### src/rtl/ins_fetch.sv
// Instruction fetch stage: issues sequential ROM reads, buffers returned words in a
// small prefetch queue and presents assembled 1- or 2-word instructions to the decoder.
module ins_fetch #(
    parameter int unsigned DEPTH    = 4,
    parameter logic [15:0] RESET_PC = 16'h0000
) (
    input  logic                         clk,
    input  logic                         rst,
    input  logic                         en,
    output logic                         rom_rd,
    output logic [15:0]                  rom_addr,
    input  logic [15:0]                  rom_data,
    input  logic                         jmp_load,
    input  logic [15:0]                  jmp_addr,
    output logic                         ins_valid,
    input  logic                         ins_ready,
    output logic [15:0]                  ins_word,
    output logic [15:0]                  ins_ext,
    output logic [1:0]                   ins_len,
    output logic [15:0]                  ins_pc,
    output logic [$clog2(DEPTH+1)-1:0]   q_count
);

    localparam int unsigned CW = $clog2(DEPTH + 1);

    typedef struct packed {
        logic [15:0] word;
        logic [15:0] addr;
    } entry_t;

    typedef enum logic [1:0] {IDLE, FETCH, HOLD} state_t;

    state_t        state;
    state_t        state_nxt;
    entry_t        q     [DEPTH];
    entry_t        q_nxt [DEPTH];
    logic [CW-1:0] cnt;
    logic [CW-1:0] cnt_nxt;
    logic          inflight;
    logic [15:0]   fetch_pc;
    logic [15:0]   ret_addr;

    logic          credit_c;
    logic          head_len2_c;
    logic          push_c;
    logic          pop_c;

    // Credit counts the outstanding read so the queue can never overflow.
    assign credit_c    = ((CW+1)'(cnt) + (CW+1)'(inflight)) < (CW+1)'(DEPTH);
    assign head_len2_c = (q[0].word[15:14] == 2'b10);
    assign push_c      = inflight && !jmp_load;
    assign pop_c       = ins_valid && ins_ready;

    assign rom_rd    = (state == FETCH) && en && !jmp_load && credit_c;
    assign rom_addr  = fetch_pc;
    assign ins_valid = head_len2_c ? (cnt >= CW'(2)) : (cnt != '0);
    assign ins_word  = q[0].word;
    assign ins_pc    = q[0].addr;
    assign ins_ext   = head_len2_c ? q[1].word : 16'h0000;
    assign ins_len   = head_len2_c ? 2'd2 : 2'd1;
    assign q_count   = cnt;

    // Next-state logic; a redirect overrides the normal transitions.
    always_comb begin
        state_nxt = state;
        case (state)
            IDLE:    if (en) state_nxt = FETCH;
            FETCH:   if (!en) state_nxt = IDLE;
                     else if (!credit_c) state_nxt = HOLD;
            HOLD:    if (!en) state_nxt = IDLE;
                     else if (credit_c) state_nxt = FETCH;
            default: state_nxt = IDLE;
        endcase
        if (jmp_load) state_nxt = en ? FETCH : IDLE;
    end

    // Shift-down queue: pop first, then the returning word lands at the new tail.
    always_comb begin
        q_nxt   = q;
        cnt_nxt = cnt;
        if (pop_c) begin
            if (head_len2_c) begin
                for (int i = 0; i < int'(DEPTH) - 2; i++) q_nxt[i] = q[i+2];
                q_nxt[DEPTH-2] = '0;
                q_nxt[DEPTH-1] = '0;
                cnt_nxt        = cnt - CW'(2);
            end else begin
                for (int i = 0; i < int'(DEPTH) - 1; i++) q_nxt[i] = q[i+1];
                q_nxt[DEPTH-1] = '0;
                cnt_nxt        = cnt - CW'(1);
            end
        end
        if (push_c) begin
            for (int i = 0; i < int'(DEPTH); i++) begin
                if (CW'(i) == cnt_nxt) q_nxt[i] = '{word: rom_data, addr: ret_addr};
            end
            cnt_nxt = cnt_nxt + CW'(1);
        end
        if (jmp_load) begin
            for (int i = 0; i < int'(DEPTH); i++) q_nxt[i] = '0;
            cnt_nxt = '0;
        end
    end

    always_ff @(posedge clk) begin
        if (rst) begin
            state    <= IDLE;
            cnt      <= '0;
            inflight <= 1'b0;
            fetch_pc <= RESET_PC;
            ret_addr <= 16'h0000;
            for (int i = 0; i < int'(DEPTH); i++) q[i] <= '0;
        end else begin
            state    <= state_nxt;
            cnt      <= cnt_nxt;
            q        <= q_nxt;
            inflight <= rom_rd;
            if (rom_rd) ret_addr <= fetch_pc;
            if (jmp_load)    fetch_pc <= jmp_addr;
            else if (rom_rd) fetch_pc <= fetch_pc + 16'd1;
        end
    end

endmodule

### config.mk
export PLATFORM = sky130hd
export DESIGN_NAME = ins_fetch
export DESIGN_NICKNAME = d
export VERILOG_FILES = /design/src/rtl/ins_fetch.sv
export SDC_FILE = /design/constraint.sdc
export NUM_CORES = 1
export LEC_CHECK = 0
export ABC_CLOCK_PERIOD_IN_PS = 2800
export CORE_ASPECT_RATIO = 1.5
export CORE_MARGIN = 8
export CORE_UTILIZATION = 55
export DETAILED_ROUTE_END_ITERATION = 10
export PLACE_DENSITY = 0.79
export SYNTH_ARGS = -nofsm -noshare
export SYNTH_HDL_FRONTEND = slang
export SYNTH_SLANG_ARGS = --single-unit
### constraint.sdc
create_clock -name clk -period 2.8 [get_ports clk]
set_input_delay 0.56 -clock clk [delete_from_list [all_inputs] [get_ports clk]]
set_output_delay 0.56 -clock clk [all_outputs]
set_load 0.005 [all_outputs]
# Word-level counts from Yosys, hierarchy flattened
# Index checks and enable logic that the tools add are counted.
# W data, S select, Z words.
totals:
  reg_bits: 166
  latch_bits: 0
  ramBits: 0
  romBits: 0
  in_bits: 37
  output_inout_bits: 71
  wordCells: 64
  mem_count: 0
op_classes:
  add_sub_neg: 5
  mul: 0
  div: 0
  order_cmp: 2
  eq_ne: 9
  shifts: 0
  mux: 23
  n_bitwise: 0
  reduce_logical: 12
op_table:
  columns: ["cell", "n"]
  rows:
  - ["$mux W128", 3]
  - ["$mux W32", 4]
  - ["$mux W16", 3]
  - ["$add A16 B1 Y16 const B", 1]
  - ["$mux W2", 7]
  - ["$mux W3", 3]
  - ["$ne A4 B4 Y1 const B", 2]
  - ["$eq A2 B3 Y1 const A", 2]
  - ["$pmux W2 S3", 1]
  - ["$logic_and A1 B1 Y1", 5]
  - ["$add A3 B1 Y4", 1]
  - ["$eq A2 B2 Y1 const B", 2]
  - ["$lt A4 B3 Y1 const B", 1]
  - ["$add A3 B1 Y3 const B", 1]
  - ["$eq A1 B3 Y1 const A", 1]
  - ["$ge A3 B2 Y1 const B", 1]
  - ["$logic_not A3 Y1", 1]
  - ["$ne A3 B3 Y1 const B", 1]
  - ["$reduce_and A3 Y1", 1]
  - ["$reduce_bool A3 Y1", 1]
  - ["$sub A3 B1 Y3 const B", 1]
  - ["$sub A3 B2 Y3 const B", 1]
  - ["$eq A2 B1 Y1 const B", 1]
  - ["$logic_not A2 Y1", 1]
  - ["4 further kinds", 5]

# Logic depth before layout (Yosys ltp)
logic_depth:
  depth_word: 7
  mapped_depth: 13
  ltp_nobuf: 11

# Worst setup path before layout
# Ideal clock, no wire load.
synth_timing:
  kind: "reg-to-reg"
  start: "register cnt[1] (netlist: q_count[1])"
  end: "register q[0] (netlist name)"
  setup_time_ns: 0.132
  t_arrival_ns: 2.300
  required_ns: 2.668
  path_slack_ns: 0.368
  stages_incl_launch_ff: 14
  path_buffers: 2
  synth_period_minus_slack_ns: 2.432
  cell_sequence: "dfxtp_1 > inv_1 > ha_1 > and2b_1 > a21oi_2 > a21oi_1 > nor2_1 > nor2_1 > ha_1 > and2_1 > clkbuf_1 > clkbuf_1 > nand2_1 > a21oi_1"
synth_via:
  elab_chain_len: 7
  word_cells_on_any_way: 12
  cone_classes: "add/sub: 2; order compare: 1; eq/ne: 1; mux: 6; reduce/logical: 2"
synth_rtl:
  columns: ["element", "line_no", "rtl"]
  rows:
  - ["start, declared", "37", "logic [CW-1:0] cnt;"]
  - ["start signal, assigned", "115", "cnt <= cnt_nxt;"]
  - ["$ge A3 B2 Y1 or $reduce_bool A3 Y1 (tied branches)", "56", "assign ins_valid = head_len2_c ? (cnt >= CW'(2)) : (cnt != '0);"]
  - ["$mux W1", "56", null]
  - ["$logic_and A1 B1 Y1", "52", "assign pop_c = ins_valid && ins_ready;"]
  - ["$mux W3", "81", "if (pop_c) begin"]
  - ["$eq A2 B3 Y1", "95", "if (CW'(i) == cnt_nxt) q_nxt[i] = '{word: rom_data, addr: ret_addr};"]
  - ["$mux W32", "95", null]
  - ["$mux W128 *", "93", "if (push_c) begin"]
  - ["end signal, assigned", "116", "q <= q_nxt;"]
  - ["end, declared", "35", "entry_t q [DEPTH];"]
# Every way passes the cells marked *; elsewhere a longest branch is shown, timed or not.
# A chain may end at the register's enable or synchronous reset.

# Worst setup path after layout
layout_timing:
  start: "register q, in the netlist ins_word[14]"
  end: "output port ins_valid"
layout_via:
  elab_chain_len: 2
layout_rtl:
  columns: ["element", "line_no", "rtl"]
  rows:
  - ["$eq A2 B2 Y1", "50", "assign head_len2_c = (q[0].word[15:14] == 2'b10);"]
  - ["$mux W1", "56", null]
  - ["end, declared", "15", "output logic ins_valid,"]
# No other way between the ends.

==> results by group <==
Outcome
  • Status: complete, no violations

Global routing
  • Vias in the first global route: 7,671
  • Grt ovf: 0
  • Initial antenna violation count: 0
  • Global-route wire length before repair: 38,200 µm
  • Total track usage: 22.3%
  • Largest net degree at the start of global routing: 98

Setup path
  • CP Launch Type: flop
  • Critical path fanouts, max: 20
  • Worst EP required: 2.24 ns
  • FF-to-FF setup slack: 0.35 ns
  • Setup CP Type: reg2out
  • Setup crit end kind: primary output
  • WP data arrival: 2.15 ns

Synthesis
  • Synth area leader: dfxtp_1
  • Top FF cell, synth: dfxtp_1
  • XOR/XNOR share of the synthesized area: 1.75%
  • Largest family of logic cells by synthesized area: multiplexers
  • Synth warn: 0
  • Post-synthesis cell type count: 53
  • Simple-Gate Fraction of Synth Area: 17.2%
  • Fraction of registers with async set/reset: 0%
  • Share of the synthesized area in the top cell type: 37.3%
  • Synth area leaders: dfxtp_1, mux2i_1, nand3_1
  • Multiplexer share of the synthesized area: 19.8%
  • Seq cells post-synth: 166
  • Syn Inst Count: 1,012
  • Number of synthesized flops with an enable pin: 0
  • Synth Area in Adders: 0.982%
  • Synthesized area per cell: 8.81 µm²
  • Syn nets: 1,056
  • Compound-Gate Fraction of Synth Area: 15.2%
  • Post-Syn Area: 0.00892 mm²
  • Seq/Total Area, Yosys: 37.3%

Min path
  • Class of the worst hold path: reg2reg

Floorplan
  • DIE AREA: 0.0206 mm²
  • Die Height: 172 µm
  • Core area: 0.0160 mm²
  • Starting Density: 55.6%
  • Die W: 120 µm
  • I/O Pins: 108
  • Cell Rows: 57

Clocking
  • CTS tree: done
  • H-tree levels: 4
  • Clock buffer depth: 2
  • Sink Count: 166
  • TritonCTS Buffers: 17
  • Clock-pin transition on the worst setup and hold timing paths: 0.06 ns
  • Clock root cell: clkbuf_16
  • Clk_lat worst skew: 0.42 ns

Timing
  • RSZ-0062 raised after global routing: false
  • Max-slew headroom: 50.1%
  • Final Max Tran Viols: 0
  • Final Skew: 0.0116 ns
  • Setup Viol. Count Final: 0
  • Min Tclk post-route: 2.71 ns
  • Worst Hold Margin: 0.474 ns
  • Final Hold Fails: 0
  • Setup_tns: 0 ns
  • Least-Margin Pin Slew: 0.748 ns
  • Fmax: 0.369 GHz
  • Tcrit/Tclk final: 96.8%

Route
  • # DRC: 0
  • Final WL: 23,000 µm
  • Post-route ant nets: 0
  • DRT iter0 DRCs: 658
  • Pre-Repair DR Iteration Count: 5
  • Drt wl/cell: 18.1 µm
  • Via Count: 7,756
  • Avg Vias per Cell: 6.12

Placed design
  • Placed Area: 0.0100 mm²
  • Hpwl dp: 14,800 µm
  • IO Port Bufs: 107
  • Gpl congestion: 0.843

Power
  • PD cells: 474 mW/mm²
  • Static leakage: 3.61 nW
  • Peak supply drop: 340 µV
  • Total power: 0.00504 W

Final layout
  • Most frequent cells in the layout: mux2i_1, dfxtp_1, nand3_1
  • Synth-to-Final Area Change: 19.3%
  • Antenna Cells: 0
  • Share of post-route cells with drive strength above 1: 8.76%
  • Final Instance Area: 0.0106 mm²
  • Fin nets: 1,094
  • Commonest non-fill, non-tap cell in the layout: mux2i_1

Flow run
  • Max Cap Viol: 0
-- Yosys cell counts, types with 2 or more instances --
master	n
buf_2	11
o21a_1	3
xnor2_1	11
a21oi_1	40
dfxtp_1	166
o21ai_1	2
nand4_2	2
nand4_1	6
a211oi_1	11
a2111oi_4	2
or4_1	2
nand2b_4	2
buf_4	40
nand3_1	132
and2_1	17
or2_2	2
a21o_1	32
buf_1	13
o21ai_0	33
o21ai_2	2
clkbuf_1	60
and4_1	2
nor4_1	7
and3_1	5
ha_1	7
inv_1	9
buf_6	3
o211ai_1	65
xor2_1	5
nand2_1	77
nor2_1	35
mux2i_1	176
nand3b_1	3
nor3_1	9
a31oi_1	2
-- metal layers --
layer	global-route usage, %	up-vias	share of wire [%]
met3	4.28	43	5.6
met5	0	-	0
met1	26.3	3738	42
met4	9.21	0	2.2
li1	-	3706	-
met2	38.9	269	50
-- where the power goes --
part | switching [W] | internal (W)
clock | 0.000988 | 0.00132
combinational | 0.000166 | 0.000147
sequential | 0.0000347 | 0.00239
-- final timing paths --
kind | startpoint | to | depth (start not counted)
worst min-delay path | ret_addr[3] | q[3] | 2
worst min register to register | ret_addr[3] | q[3] | 2
worst max register to register | q_count[0] | q[45] | 7
worst max-delay path | ins_word[14] | ins_valid | 5
-- cells by family (layout without fill, tap and decap cells) --
family	after synthesis	after routing
compound gates	199	199
xor+xnor	17	17
flops	166	166
simple gates	309	309
fa+ha+maj	7	7
buf+inv	138	188
mux	176	176
-- flip-flops by register name, indices dropped and copies added (netlist names) --
| name | flops |
|---|---|
| state | 2 |
| q | 96 |
| ins_pc | 16 |
| ins_word | 16 |
| q_count | 3 |
| rom_addr | 16 |
| ret_addr | 16 |
| inflight | 1 |
-- layout make-up --
cell class                 count  area, µm²
timing repair buffer         146       1500
sequential                   166       3330
fill                        1305       5410
inverter                      11       48.8
clock inverter                14        153
multi-input combinational    708       4920
tap                          206        258
clock buffer                  17        425
-- stage by stage --
| stage | setup slack, ns | util [%] | cells |
|---|---|---|---|
| 6_report | 0.0896 | 66.3 | 1268 |
| 5_1_grt | 0.0134 | 66.3 | 1268 |
| 4_1_cts | 0.00571 | 66.3 | 1268 |
| 3_5_place_dp | 0.0636 | 62.6 | 1236 |
| 3_3_place_gp | 0.105 | 62.6 | 1236 |
| 2_1_floorplan | 0.368 | - | 1012 |
-- worst max-delay path, stage by stage, from the launching register on --
cell and delay, ns:
dfxtp_1 0.41, nand2b_4 0.28, inv_8 0.12, and3_2 0.29, a21oi_1 0.13, clkdlybuf4s50_1 0.51
-- what timing repair did --
action / in CTS / in global routing
hold buffers: 0 / 0
setup endpoints to repair: 14 / 2
pin swaps: 1 / 0
setup buffers: 1 / 0
resized for setup: 4 / 3
Note: power is estimated with default switching activity, not from simulation.
